$ cat src/rtl/drain_mon_pkg.sv
// drain_mon_pkg: shared widths, volume limit and saturating add for the drainage monitor
package drain_mon_pkg;
  localparam int VOL_W = 12;
  localparam int LEV_W = 8;
  localparam int HOUR_W = 5;
  localparam logic [VOL_W-1:0] VOL_MAX = 12'd4095;
  function automatic logic [VOL_W-1:0] sat_add(input logic [VOL_W-1:0] a, input logic [LEV_W-1:0] b);
    logic [VOL_W:0] s;
    s = {1'b0, a} + {{(VOL_W-LEV_W+1){1'b0}}, b};
    return s[VOL_W] ? VOL_MAX : s[VOL_W-1:0];
  endfunction
endpackage

$ cat src/rtl/drain_monitor_if.sv
// drain_monitor_if: core-FSM enables, sample/tick strobes and monitor status outputs
interface drain_monitor_if;
  import drain_mon_pkg::*;
  logic enhours, enlev, enchange, enhist, sec_tick, lev_valid, hist_next;
  logic [LEV_W-1:0] lev_in;
  logic [VOL_W-1:0] threshold, total, hist_out;
  logic [HOUR_W-1:0] hours;
  logic [2:0] hist_count;
  logic alarmon, clear;
  modport master(
    output enhours, enlev, enchange, enhist, sec_tick, lev_valid, hist_next, lev_in, threshold,
    input alarmon, clear, total, hours, hist_out, hist_count
  );
  modport slave(
    input enhours, enlev, enchange, enhist, sec_tick, lev_valid, hist_next, lev_in, threshold,
    output alarmon, clear, total, hours, hist_out, hist_count
  );
endinterface

$ cat src/rtl/drain_hist_buf.sv
// drain_hist_buf: circular store of daily totals with a newest-to-oldest read pointer
module drain_hist_buf import drain_mon_pkg::*; #(
  parameter int DEPTH = 4
) (
  input  logic             clk,
  input  logic             rst,
  input  logic             push_i,
  input  logic [VOL_W-1:0] push_data_i,
  input  logic             enhist_i,
  input  logic             hist_next_i,
  output logic [VOL_W-1:0] hist_out_o,
  output logic [2:0]       hist_count_o
);
  localparam int PW = DEPTH > 1 ? $clog2(DEPTH) : 1;
  localparam logic [PW-1:0] LAST = PW'(DEPTH-1);
  localparam logic [PW-1:0] ONE = PW'(1);
  logic [VOL_W-1:0] mem_q [DEPTH];
  logic [VOL_W-1:0] out_q, out_d;
  logic [PW-1:0] wr_q, wr_d, rd_q, rd_d, newest, oldest;
  logic [2:0] cnt_q, cnt_d;
  logic en_q, full;
  // Until the buffer first fills, the oldest entry always sits at index 0.
  always_comb begin
    full = cnt_q == 3'(DEPTH);
    newest = wr_q == '0 ? LAST : wr_q - ONE;
    oldest = full ? wr_q : '0;
    wr_d = push_i ? (wr_q == LAST ? '0 : wr_q + ONE) : wr_q;
    cnt_d = push_i && !full ? cnt_q + 3'd1 : cnt_q;
    rd_d = enhist_i && !en_q ? newest :
           enhist_i && hist_next_i ? (rd_q == oldest ? newest : rd_q == '0 ? LAST : rd_q - ONE) : rd_q;
    out_d = cnt_q == '0 ? '0 : mem_q[rd_q];
  end
  always_ff @(posedge clk or negedge rst) begin
    if (!rst) begin
      wr_q <= '0;
      rd_q <= '0;
      cnt_q <= '0;
      out_q <= '0;
      en_q <= 1'b0;
    end else begin
      wr_q <= wr_d;
      rd_q <= rd_d;
      cnt_q <= cnt_d;
      out_q <= out_d;
      en_q <= enhist_i;
    end
  end
  always_ff @(posedge clk) if (push_i) mem_q[wr_q] <= push_data_i;
  assign hist_out_o = out_q;
  assign hist_count_o = cnt_q;
endmodule

$ cat src/rtl/drain_monitor.sv
// drain_monitor: daily drainage accumulator with hour timebase, threshold alarm and day rollover.
// Daily-total history is built only when DRAIN_MON_HIST_EN is defined.
module drain_monitor import drain_mon_pkg::*; #(
  parameter int TICKS_PER_HOUR = 3600,
  parameter int HOURS_PER_DAY = 24,
  parameter int HIST_DEPTH = 4
) (
  input logic clk,
  input logic rst,
  drain_monitor_if.slave b
);
  localparam int TW = TICKS_PER_HOUR > 1 ? $clog2(TICKS_PER_HOUR) : 1;
  logic [TW-1:0] tick_q, tick_d;
  logic [HOUR_W-1:0] hours_q, hours_d;
  logic [VOL_W-1:0] total_q, total_d, sum, push_val;
  logic alarm_q, alarm_d, clear_q, hour_wrap, rollover, add;
  // A bag change discards a coincident sample, so the pushed value is then the pre-change total.
  always_comb begin
    add = b.enlev && b.lev_valid;
    sum = sat_add(total_q, b.lev_in);
    hour_wrap = b.enhours && b.sec_tick && tick_q == TW'(TICKS_PER_HOUR-1);
    rollover = hour_wrap && hours_q == HOUR_W'(HOURS_PER_DAY-1);
    tick_d = b.enhours && b.sec_tick ? (hour_wrap ? '0 : tick_q + TW'(1)) : tick_q;
    hours_d = rollover ? '0 : hour_wrap ? hours_q + HOUR_W'(1) : hours_q;
    push_val = add && !b.enchange ? sum : total_q;
    total_d = rollover || b.enchange ? '0 : add ? sum : total_q;
    alarm_d = rollover || b.enchange ? 1'b0 : alarm_q || (b.threshold != '0 && total_q >= b.threshold);
  end
  always_ff @(posedge clk or negedge rst) begin
    if (!rst) begin
      tick_q <= '0;
      hours_q <= '0;
      total_q <= '0;
      alarm_q <= 1'b0;
      clear_q <= 1'b0;
    end else begin
      tick_q <= tick_d;
      hours_q <= hours_d;
      total_q <= total_d;
      alarm_q <= alarm_d;
      clear_q <= rollover;
    end
  end
  assign b.total = total_q;
  assign b.hours = hours_q;
  assign b.alarmon = alarm_q;
  assign b.clear = clear_q;
`ifdef DRAIN_MON_HIST_EN
  drain_hist_buf #(.DEPTH(HIST_DEPTH)) u_hist (
    .clk(clk),
    .rst(rst),
    .push_i(rollover),
    .push_data_i(push_val),
    .enhist_i(b.enhist),
    .hist_next_i(b.hist_next),
    .hist_out_o(b.hist_out),
    .hist_count_o(b.hist_count)
  );
`else
  logic unused_hist;
  assign unused_hist = ^{b.enhist, b.hist_next, push_val, 32'(HIST_DEPTH)};
  assign b.hist_out = '0;
  assign b.hist_count = '0;
`endif
endmodule

$ cat src/flat_wrapper.sv
// flat-port wrapper written by rule: the top's interface ports become plain ports
module drain_monitor_flat import drain_mon_pkg::*;
#(
  parameter int TICKS_PER_HOUR = 3600,
  parameter int HOURS_PER_DAY = 24,
  parameter int HIST_DEPTH = 4
)
  (clk, rst, b_enhours, b_enlev, b_enchange, b_enhist, b_sec_tick, b_lev_valid, b_hist_next, b_lev_in, b_threshold, b_alarmon, b_clear, b_total, b_hours, b_hist_out, b_hist_count);
  drain_monitor_if b_i ();
  input logic clk;
  input logic rst;
  input wire logic [$bits(b_i.enhours)-1:0] b_enhours;
  input wire logic [$bits(b_i.enlev)-1:0] b_enlev;
  input wire logic [$bits(b_i.enchange)-1:0] b_enchange;
  input wire logic [$bits(b_i.enhist)-1:0] b_enhist;
  input wire logic [$bits(b_i.sec_tick)-1:0] b_sec_tick;
  input wire logic [$bits(b_i.lev_valid)-1:0] b_lev_valid;
  input wire logic [$bits(b_i.hist_next)-1:0] b_hist_next;
  input wire logic [$bits(b_i.lev_in)-1:0] b_lev_in;
  input wire logic [$bits(b_i.threshold)-1:0] b_threshold;
  output wire logic [$bits(b_i.alarmon)-1:0] b_alarmon;
  output wire logic [$bits(b_i.clear)-1:0] b_clear;
  output wire logic [$bits(b_i.total)-1:0] b_total;
  output wire logic [$bits(b_i.hours)-1:0] b_hours;
  output wire logic [$bits(b_i.hist_out)-1:0] b_hist_out;
  output wire logic [$bits(b_i.hist_count)-1:0] b_hist_count;
  assign b_i.enhours = b_enhours;
  assign b_i.enlev = b_enlev;
  assign b_i.enchange = b_enchange;
  assign b_i.enhist = b_enhist;
  assign b_i.sec_tick = b_sec_tick;
  assign b_i.lev_valid = b_lev_valid;
  assign b_i.hist_next = b_hist_next;
  assign b_i.lev_in = b_lev_in;
  assign b_i.threshold = b_threshold;
  assign b_alarmon = b_i.alarmon;
  assign b_clear = b_i.clear;
  assign b_total = b_i.total;
  assign b_hours = b_i.hours;
  assign b_hist_out = b_i.hist_out;
  assign b_hist_count = b_i.hist_count;
  drain_monitor #(.TICKS_PER_HOUR(TICKS_PER_HOUR), .HOURS_PER_DAY(HOURS_PER_DAY), .HIST_DEPTH(HIST_DEPTH)) u_core (.clk(clk), .rst(rst), .b(b_i));
endmodule
$ cat config.mk
export PLATFORM = sky130hd
export DESIGN_NAME = drain_monitor_flat
export DESIGN_NICKNAME = d
export VERILOG_FILES = /design/src/rtl/drain_mon_pkg.sv /design/src/rtl/drain_monitor_if.sv /design/src/rtl/drain_hist_buf.sv /design/src/rtl/drain_monitor.sv /design/src/flat_wrapper.sv
export SDC_FILE = /design/constraint.sdc
export NUM_CORES = 1
export LEC_CHECK = 0
export ABC_AREA = 1
export CAP_MARGIN = 20
export CORE_UTILIZATION = 40
export DETAILED_ROUTE_END_ITERATION = 7
export PLACE_DENSITY = 0.7
export SLEW_MARGIN = 10
export SYNTH_ARGS = -nofsm -noshare
export SYNTH_HDL_FRONTEND = slang
export SYNTH_SLANG_ARGS = --single-unit
$ cat constraint.sdc
create_clock -name clk -period 1.8 [get_ports clk]
set_clock_uncertainty 0.05 [all_clocks]
set_input_delay 0.36 -clock clk [delete_from_list [all_inputs] [get_ports clk]]
set_output_delay 0.36 -clock clk [all_outputs]
set_load 0.02 [all_outputs]
==> results of run 1 <==
-- cell usage after synthesis, types with 8 or more instances --
master | n | share of area
a21oi_1 | 13 | 0.026
nand3_1 | 25 | 0.050
dfrtp_1 | 31 | 0.31
nor2_1 | 25 | 0.037
inv_1 | 52 | 0.077
xor2_1 | 8 | 0.028
nand4_1 | 9 | 0.022
buf_4 | 15 | 0.045
o21ai_0 | 8 | 0.016
nor3_1 | 8 | 0.016
nand2_1 | 106 | 0.16
ha_1 | 22 | 0.11
-- metal layers --
metal / global-route usage / wire (microns)
met1: 0.242 / 2740
met2: 0.392 / 3250
met3: 0.0539 / 398
met4: 0.0893 / 229
met5: 0 / 0
-- power by group --
group	total, W	switching, W	internal, W
Clock	0.000654	0.000306	0.000348
Sequential	0.000881	0.0000986	0.000782
Combinational	0.000717	0.000404	0.000313
Total	0.00225	0.000809	0.00144
-- metrics by stage --
stage | total power, W | util | hold WS, ns | TNS, ns | setup WS [ns]
2_1_floorplan | 0.00130 | - | 0.0144 | 0 | 0.00145
5_1_grt | 0.00240 | 0.590 | 0.462 | -0.374 | -0.0737
6_report | 0.00225 | 0.590 | 0.414 | 0 | 0.0407
4_1_cts | 0.00222 | 0.568 | 0.440 | 0 | 0.00469
3_5_place_dp | 0.00155 | 0.548 | 0.462 | -5.15 | -0.459
3_3_place_gp | 0.00154 | 0.548 | 0.459 | -4.79 | -0.426
-- path summary, 6_finish.rpt --
| path | to | slack, ns | cells after the start |
|---|---|---|---|
| worst max-delay path | u_core.b.total[10] | 0.04 | 11 |
| worst min-delay path | u_core.b.total[1] | 0.41 | 2 |
| worst max register to register | u_core.b.total[10] | 0.04 | 11 |
| worst min register to register | u_core.b.alarmon | 0.47 | 2 |
| max in group asynchronous | u_core.b.total[9] | 0.97 | 2 |
| min in group clk | u_core.b.alarmon | 0.47 | 2 |
-- layout make-up --
type | count | area [sq um] | share of cell area
Clock buffer | 7 | 96.3 | 0.0273
Clock inverter | 1 | 7.51 | 0.00213
Inverter | 56 | 213 | 0.0602
Multi-Input combinational cell | 269 | 1610 | 0.457
Sequential cell | 31 | 778 | 0.220
Tap cell | 75 | 93.8 | 0.0266
Timing Repair Buffer | 83 | 731 | 0.207
-- sequential cells by signal (all words and copies together) (netlist names) --
| name | flops |
|---|---|
| u_core.b.alarmon | 1 |
| u_core.b.clear | 1 |
| u_core.b.hours | 5 |
| u_core.b.total | 12 |
| u_core.tick_q | 12 |
-- worst register-to-register path: cells and delay by family, from the launching register on --
family,cells,cell delay (ns)
AOI/OAI and AO/OA,1,0.05
adders and majority gates,2,0.52
buffers and inverters,1,0.13
DFF,1,0.43
and+or+nand+nor,7,0.47
-- repair_timing --
item,CTS,global route
cloned,1,0
buffers inserted,0,3
gates resized for setup,22,22
pin swaps,5,10
endpoints found under the setup margin,24,14
-- cells by family (layout without fill, tap and decap cells) --
group | after synthesis | in the layout | synth area share
AOI/OAI and AO/OA | 28 | 28 | 0.0606
adders and majority gates | 23 | 23 | 0.117
and+or+nand+nor | 191 | 192 | 0.347
other | 1 | 15 | 0.00149
DFF | 31 | 31 | 0.308
buffers and inverters | 71 | 147 | 0.128
xor gates and xnor gates | 11 | 11 | 0.0382
==> results.sh, run 1 <==
export IMPL_status="complete, no violations"
export IMPL_grt_pass1_vias=2545
export IMPL_ys_seq_area_frac=0.308
export IMPL_slew_headroom=0.571
export IMPL_num_antenna_cells=0
export IMPL_startpoint="u_core.b.total[0]"
export IMPL_cts_buffer_depth=2
export IMPL_io_buffer_count=45
export IMPL_syn_inst=356
export IMPL_ctsHoldBuffers=0
export IMPL_core_area_sq_um=5990
export IMPL_crit_family="adder cells"
export IMPL_slowest_delay_ns=0.43
export IMPL_gr_usage_all_layers=0.218
export IMPL_grt_max_degree=32
export IMPL_crit_top_cell="nand2_1"
export IMPL_drtAntennaViolNets=0
export IMPL_rsz0062_at_grt="yes"
export IMPL_critical_path_slowest_cell="dfrtp_2"
export IMPL_tightest_slew_ns=0.639
export IMPL_synthArstFlopShare=1.00
export IMPL_die_h_microns=81.4
export IMPL_htree_levels=2
export IMPL_finalInstanceArea_sq_um=3530
export IMPL_maxCapViolCount=0
export IMPL_die_area_sq_um=6620
export IMPL_cp_cell_sequence="ha_4 -> fa_2 -> nand3_2 -> nand2_2 -> nand2_2 -> nand2_4 -> buf_6 -> nand2_1 -> nand2_1 -> nand2_1 -> o21ai_1"
export IMPL_clkSlewWorstSetupHoldPaths_ns=0.08
export IMPL_setup_viol_count_final=0
export IMPL_boundaryPins=63
export IMPL_start_kind="flop"
export IMPL_drive_gt1_frac=0.188
export IMPL_vdd_drop_max_uv=542
export IMPL_drt_iter0_drc=116
export IMPL_dp_hpwl_microns=4870
export IMPL_cp_end_kind="flop"
export IMPL_gp_congestion=0.884
export IMPL_num_vias=2598
export IMPL_ys_ff_latch=31
export IMPL_worstSkewPairLatency_ns=0.30
export IMPL_fin_crit_sh=0.977
export IMPL_hp_class="in2async"
export IMPL_viasPerCell=4.98
export IMPL_max_freq_mhz=568
export IMPL_p_per_area_nw_per_um2=637
export IMPL_cts_root_buf="clkbuf_8"
export IMPL_finalHoldViolCount=0
export IMPL_clock_sinks=31
export IMPL_synth_edff_count=0
export IMPL_synth_flop_cell="dfrtp_1"
export IMPL_totalWireLength_microns=6610
export IMPL_grt_first_pass_wirelength_microns=10900
export IMPL_dr_pass1_iters=4
export IMPL_crit_type="reg2reg"
export IMPL_die_w_microns=81.4
export IMPL_fin_nets=498
export IMPL_syn_area_per_cell_sq_um=7.08
export IMPL_rows=28
export IMPL_drc=0
export IMPL_post_drt_wl_per_cell_microns=12.7
export IMPL_final_common_cell="nand2_1"
export IMPL_path_buf_inv=1
export IMPL_p_leak_nw=1.99
export IMPL_cts_tree="built"
export IMPL_post_dp_cell_area_sq_um=3290
export IMPL_nFillCells=548
export IMPL_worstPathArrival_ns=1.89
export IMPL_ys_types=30
export IMPL_crit_fanout=4
export IMPL_critPathRequiredTime_ns=1.94
export IMPL_ys_warn_count=0
export IMPL_synth_area_sq_um=2520
export IMPL_numCtsBuffers=5
export IMPL_syn2layout_area_growth_pct=40.2
export IMPL_dp_cells=510
export IMPL_start_util=0.421
export IMPL_timing_rr_start="u_core.b.total[0]"
export IMPL_gr_total_overflow=0
export IMPL_slew_violations=0
export IMPL_min_period_ns=1.76
export IMPL_antenna_found_initial=0
export IMPL_layout_common_cells="103 x nand2_1, 51 x inv_1, 37 x buf_4, 29 x clkdlybuf4s50_1, 29 x dfrtp_1"
export IMPL_fin_cells=522
(Power assumes the default switching activity.)
==> run 2: changes to the inputs <==
--- a/config.mk
+++ b/config.mk
@@ -6,10 +6,14 @@
 export NUM_CORES = 1
 export LEC_CHECK = 0
 export ABC_AREA = 1
+export ABC_CLOCK_PERIOD_IN_PS = 1800
 export CAP_MARGIN = 20
-export CORE_UTILIZATION = 40
+export CELL_PAD_IN_SITES_DETAIL_PLACEMENT = 0
+export CELL_PAD_IN_SITES_GLOBAL_PLACEMENT = 1
+export CORE_MARGIN = 4
+export CORE_UTILIZATION = 32
 export DETAILED_ROUTE_END_ITERATION = 7
-export PLACE_DENSITY = 0.7
+export PLACE_DENSITY_LB_ADDON = 0.1
 export SLEW_MARGIN = 10
 export SYNTH_ARGS = -nofsm -noshare
 export SYNTH_HDL_FRONTEND = slang
==> run 2 against run 1 <==
Net effect: design area up 3.8%; maximum frequency up 0.22%; non-clock buffer count up 7; critical endpoint is now u_core.b.total[4]; sequential share of layout area down 0.80 points; hold slack better by 0.019 ns; highest routed layer unchanged; largest power group unchanged; first-iteration DRC count down 34%; critical path depth down 1; cell count up 6.5%; wire length up 0.30%.
==> results.sh, run 2 (synthesis gave the netlist of run 1 again) <==
export IMPL_status="complete, no violations"
export IMPL_drt_iter0_drc=76
export IMPL_max_freq_mhz=570
export IMPL_die_w_microns=96.7
export IMPL_start_util=0.328
export IMPL_core_area_sq_um=7690
export IMPL_ctsHoldBuffers=0
export IMPL_syn2layout_area_growth_pct=45.5
export IMPL_clkSlewWorstSetupHoldPaths_ns=0.07
export IMPL_start_kind="flop"
export IMPL_grt_first_pass_wirelength_microns=11100
export IMPL_cts_tree="built"
export IMPL_hp_class="in2async"
export IMPL_min_period_ns=1.76
export IMPL_crit_type="reg2reg"
export IMPL_worstPathArrival_ns=1.87
export IMPL_final_common_cell="nand2_1"
export IMPL_vdd_drop_max_uv=443
export IMPL_post_drt_wl_per_cell_microns=11.9
export IMPL_critPathRequiredTime_ns=1.92
export IMPL_drc=0
export IMPL_fin_crit_sh=0.975
export IMPL_fin_cells=556
export IMPL_layout_common_cells="101 x nand2_1, 51 x inv_1, 43 x buf_4, 29 x dfrtp_1, 28 x clkdlybuf4s50_1"
export IMPL_power_frac_clock=0.307
export IMPL_intPower_w=0.00152
export IMPL_die_area_sq_um=9360
export IMPL_gr_usage_all_layers=0.143
export IMPL_dp_hpwl_microns=5140
export IMPL_totalWireLength_microns=6630
export IMPL_numCtsBuffers=5
export IMPL_gr_total_overflow=0
export IMPL_tns_ns=0
export IMPL_crit_fanout=5
export IMPL_fin_nets=505
export IMPL_finalHoldViolCount=0
export IMPL_finalWorstSetupSlack_ns=0.0446
export IMPL_drtAntennaViolNets=0
export IMPL_rr_worst_depth=10
export IMPL_htree_levels=2
export IMPL_worstSkewPairLatency_ns=0.28
export IMPL_drive_gt1_frac=0.216
export IMPL_boundaryPins=63
export IMPL_rsz0062_at_grt="yes"
export IMPL_antenna_found_initial=0
export IMPL_p_switching_w=0.000791
export IMPL_final_util=0.477
export IMPL_seq_power_share=0.381
export IMPL_combPwrFrac=0.312
export IMPL_p_per_area_nw_per_um2=631
export IMPL_setup_viol_count_final=0
export IMPL_die_h_microns=96.7
export IMPL_maxCapViolCount=0
export IMPL_grt_max_degree=32
export IMPL_gp_congestion=0.789
export IMPL_cts_root_buf="clkbuf_8"
export IMPL_num_vias=2444
export IMPL_grt_pass1_vias=2378
export IMPL_p_leak_nw=2.07
export IMPL_switching_share=0.342
export IMPL_preCtsSetupSlack_ns=-0.497
export IMPL_io_buffer_count=45
export IMPL_rows=32
export IMPL_clock_sinks=31
export IMPL_dp_cells=544
export IMPL_cp_end_kind="flop"
export IMPL_num_antenna_cells=0
export IMPL_cts_buffer_depth=2
export IMPL_slew_violations=0
export IMPL_dr_pass1_iters=4
export IMPL_viasPerCell=4.40
==> run 2: area by class of cell <==
| cell class | count | area [sq um] |
|---|---|---|
| clock buffer | 5 | 68.8 |
| clock inverter | 3 | 43.8 |
| fill | 800 | 4020 |
| inverter | 56 | 210 |
| multi-input combinational | 269 | 1630 |
| sequential | 31 | 778 |
| tap | 102 | 128 |
| timing repair buffer | 90 | 806 |
==> run 2: timing repair <==
| action | 4_1_cts | 5_1_grt |
|---|---|---|
| gates resized for setup | 19 | 30 |
| pin swaps | 2 | 7 |
| endpoints found under the setup margin | 20 | 17 |
| setup buffers | 0 | 3 |
| cloned | 1 | 0 |
==> run 2: power groups by stage <==
stage	combinational, W	sequential, W	clock, W
3_5_place_dp	0.000696	0.000892	0
6_report	0.000722	0.000881	0.000711
2_1_floorplan	0.000395	0.000900	0
4_1_cts	0.000705	0.000881	0.000728
3_3_place_gp	0.000693	0.000892	0
5_1_grt	0.000816	0.000898	0.000761
==> run 2: metrics by stage <==
stage	total power, W	cell area (sq um)	hold WS [ns]
2_1_floorplan	0.00130	2590	0.0144
5_1_grt	0.00247	3670	0.474
3_5_place_dp	0.00159	3380	0.456
6_report	0.00231	3670	0.433
4_1_cts	0.00231	3530	0.458
3_3_place_gp	0.00159	3380	0.460
==> run 2: critical path: stages, from the launching register on <==
cell,delay [ns]
dfrtp_2,0.43
ha_4,0.17
fa_2,0.36
nand3_2,0.09
nand2_2,0.07
nand2_2,0.08
nand2_4,0.07
nand2_4,0.11
inv_2,0.05
nor2_2,0.10
o21ai_1,0.06
==> run 2: path summary, 6_finish.rpt <==
path	startpoint	to	slack, ns
worst max register to register	u_core.b.total[0]	u_core.b.total[4]	0.04
worst min-delay path	rst	u_core.b.total[6]	0.43
worst min register to register	u_core.b.alarmon	u_core.b.alarmon	0.47
worst max-delay path	u_core.b.total[0]	u_core.b.total[4]	0.04
max in group asynchronous	rst	u_core.b.total[9]	0.94
min in group clk	u_core.b.alarmon	u_core.b.alarmon	0.47
==> run 2: routing by layer <==
layer | global-route usage | vias up | share of wire
met5 | 0 | - | 0
met4 | 0.0302 | 0 | 0.0080
met3 | 0.0332 | 6 | 0.040
met2 | 0.248 | 43 | 0.50
met1 | 0.181 | 1097 | 0.45
li1 | - | 1298 | -
==> run 3: changes to the inputs <==
--- a/config.mk
+++ b/config.mk
@@ -7,14 +7,16 @@
 export LEC_CHECK = 0
 export ABC_AREA = 1
 export ABC_CLOCK_PERIOD_IN_PS = 1800
-export CAP_MARGIN = 20
+export CAP_MARGIN = 25
 export CELL_PAD_IN_SITES_DETAIL_PLACEMENT = 0
 export CELL_PAD_IN_SITES_GLOBAL_PLACEMENT = 1
 export CORE_MARGIN = 4
 export CORE_UTILIZATION = 32
 export DETAILED_ROUTE_END_ITERATION = 7
+export GPL_TIMING_DRIVEN = 0
 export PLACE_DENSITY_LB_ADDON = 0.1
 export SLEW_MARGIN = 10
 export SYNTH_ARGS = -nofsm -noshare
 export SYNTH_HDL_FRONTEND = slang
 export SYNTH_SLANG_ARGS = --single-unit
+export TNS_END_PERCENT = 20
==> run 3 against run 2 <==
Net effect: sequential power rose by 2.3%; clock power rose by 3.7%; register-to-register slack improved by 0.02 ns; cell count fell by 3.2%; critical path type unchanged; highest routed layer unchanged.
==> results.sh, run 3 (synthesis gave the netlist of run 1 again) <==
export IMPL_numCtsBuffers=5
export IMPL_vdd_drop_max_uv=486
export IMPL_critical_path_slowest_cell="dfrtp_2"
export IMPL_final_common_cell="nand2_1"
export IMPL_crit_family="simple AND/OR/NAND/NOR gates"
export IMPL_critPathRequiredTime_ns=1.92
export IMPL_finalHoldViolCount=0
export IMPL_cp_end_kind="flop"
export IMPL_clkSlewWorstSetupHoldPaths_ns=0.07
export IMPL_totalWireLength_microns=6400
export IMPL_tightest_slew_ns=0.739
export IMPL_num_vias=2383
export IMPL_slowest_delay_ns=0.42
export IMPL_preCtsSetupSlack_ns=-0.571
export IMPL_io_buffer_count=45
export IMPL_num_antenna_cells=0
export IMPL_start_kind="flop"
export IMPL_cts_root_buf="clkbuf_8"
export IMPL_hp_class="in2async"
export IMPL_reg2reg_slack_ns=0.07
export IMPL_clock_sinks=31
export IMPL_start_util=0.328
export IMPL_p_per_area_nw_per_um2=653
export IMPL_crit_fanout=6
export IMPL_gr_usage_all_layers=0.139
export IMPL_syn2layout_area_growth_pct=41.3
export IMPL_wl_met2_microns=3380
export IMPL_power_frac_clock=0.317
export IMPL_die_w_microns=96.7
export IMPL_cts_tree="built"
export IMPL_grt_pass1_vias=2312
export IMPL_met1_length_microns=2750
export IMPL_drtAntennaViolNets=0
export IMPL_seq_power_share=0.388
export IMPL_worstSkewPairLatency_ns=0.28
export IMPL_rsz0062_at_grt="yes"
export IMPL_top_layer="met4"
export IMPL_combPwrFrac=0.295
export IMPL_status="complete, no violations"
export IMPL_max_freq_mhz=577
export IMPL_crit_type="reg2reg"
export IMPL_drc=0
export IMPL_intPower_w=0.00154
export IMPL_post_dp_cell_area_sq_um=3160
export IMPL_drive_gt1_frac=0.193
export IMPL_antenna_found_initial=0
export IMPL_timing_rr_start="u_core.b.total[0]"
export IMPL_gp_congestion=0.768
export IMPL_min_period_ns=1.73
export IMPL_switching_share=0.339
export IMPL_viasPerCell=4.43
export IMPL_die_h_microns=96.7
export IMPL_path_buf_inv=1
export IMPL_grt_first_pass_wirelength_microns=10800
export IMPL_nFillCells=800
export IMPL_p_leak_nw=1.99
export IMPL_post_drt_wl_per_cell_microns=11.9
export IMPL_fin_nets=487
export IMPL_layout_common_cells="103 x nand2_1, 49 x inv_1, 29 x clkdlybuf4s50_1, 28 x dfrtp_1, 26 x buf_4"
export IMPL_setup_viol_count_final=0
export IMPL_slew_headroom=0.507
export IMPL_gr_total_overflow=0
export IMPL_finalWorstSetupSlack_ns=0.0659
export IMPL_slew_violations=0
export IMPL_grt_max_degree=32
export IMPL_drt_iter0_drc=93
export IMPL_reg2reg_to="u_core.b.total[3]"
export IMPL_htree_levels=2
export IMPL_tns_ns=0
export IMPL_worstPathArrival_ns=1.86
export IMPL_fin_crit_sh=0.963
export IMPL_core_area_sq_um=7690
export IMPL_die_area_sq_um=9360
export IMPL_met3WireLength_microns=234
export IMPL_dp_hpwl_microns=4880
export IMPL_dr_pass1_iters=4
export IMPL_cp_cell_sequence="ha_4 -> fa_2 -> nand3_2 -> nand2_2 -> nand2_2 -> nand2_4 -> nand2_4 -> inv_2 -> nor2_2 -> o21ai_1"
export IMPL_maxCapViolCount=0
export IMPL_rr_worst_depth=10
export IMPL_ctsHoldBuffers=0
export IMPL_finalInstanceArea_sq_um=3560
export IMPL_boundaryPins=63
export IMPL_p_switching_w=0.000787
export IMPL_rows=32
export IMPL_cts_buffer_depth=2
[run 3: worst register-to-register path, delay by kind of cell, from the launching register on]
kind | cells | cell delay [ns]
simple gates | 6 | 0.52
flops | 1 | 0.42
fa+ha+maj | 2 | 0.51
compound gates | 1 | 0.06
buf+inv | 1 | 0.06
[run 3: how the worst max path moves through the flow]
stage | from | to | slack [ns] | depth (start not counted)
CTS | u_core.b.total[0] | u_core.b.total[4] | -0.01 | 10
floorplan | u_core.b.total[0] | u_core.b.total[3] | 0.001 | 10
global placement | rst | u_core.b.total[0] | -0.56 | 1
finish | u_core.b.total[0] | u_core.b.total[3] | 0.07 | 10
global route | b_lev_in[3] | u_core.b.total[7] | -0.05 | 10
detailed placement | b_lev_in[0] | u_core.b.total[4] | -0.57 | 11
[run 3: repair_timing]
item	CTS	global route
resized for setup	20	34
gates cloned	1	0
buffers inserted	4	8
setup endpoints to repair	20	23
pin swaps	6	6
[run 3: per-layer routing]
layer  GRT usage  vias to the layer above
met2       0.260                       42
met5           0                        -
met4      0.0292                        0
met1       0.164                     1067
met3      0.0281                        6
li1            -                     1268
[run 3: power by group through the flow]
stage | clock network, W | logic [W] | registers (W)
final | 0.000737 | 0.000686 | 0.000901
after global routing | 0.000790 | 0.000762 | 0.000914
after CTS | 0.000759 | 0.000609 | 0.000903
after detailed placement | 0 | 0.000590 | 0.000913
after global placement | 0 | 0.000585 | 0.000912
after floorplan | 0 | 0.000395 | 0.000900
[run 3: area by class of cell]
cell class	instances	area, sq um	share of cell area
Tap cell	102	128	0.0359
Multi-Input combinational cell	269	1660	0.466
Timing Repair Buffer	57	548	0.154
Buffer	15	113	0.0316
Clock inverter	2	35.0	0.00984
Sequential cell	31	779	0.219
Clock buffer	6	82.6	0.0232
Inverter	56	215	0.0605
[run 3: stage by stage]
step | total power [W] | hold WS, ns | util | cells
finish | 0.00232 | 0.0706 | 0.463 | 538
global route | 0.00247 | 0.145 | 0.463 | 538
CTS | 0.00227 | 0.114 | 0.437 | 530
detailed placement | 0.00150 | 0.427 | 0.412 | 517
global placement | 0.00150 | 0.461 | 0.412 | 517
floorplan | 0.00130 | 0.0144 | - | 370
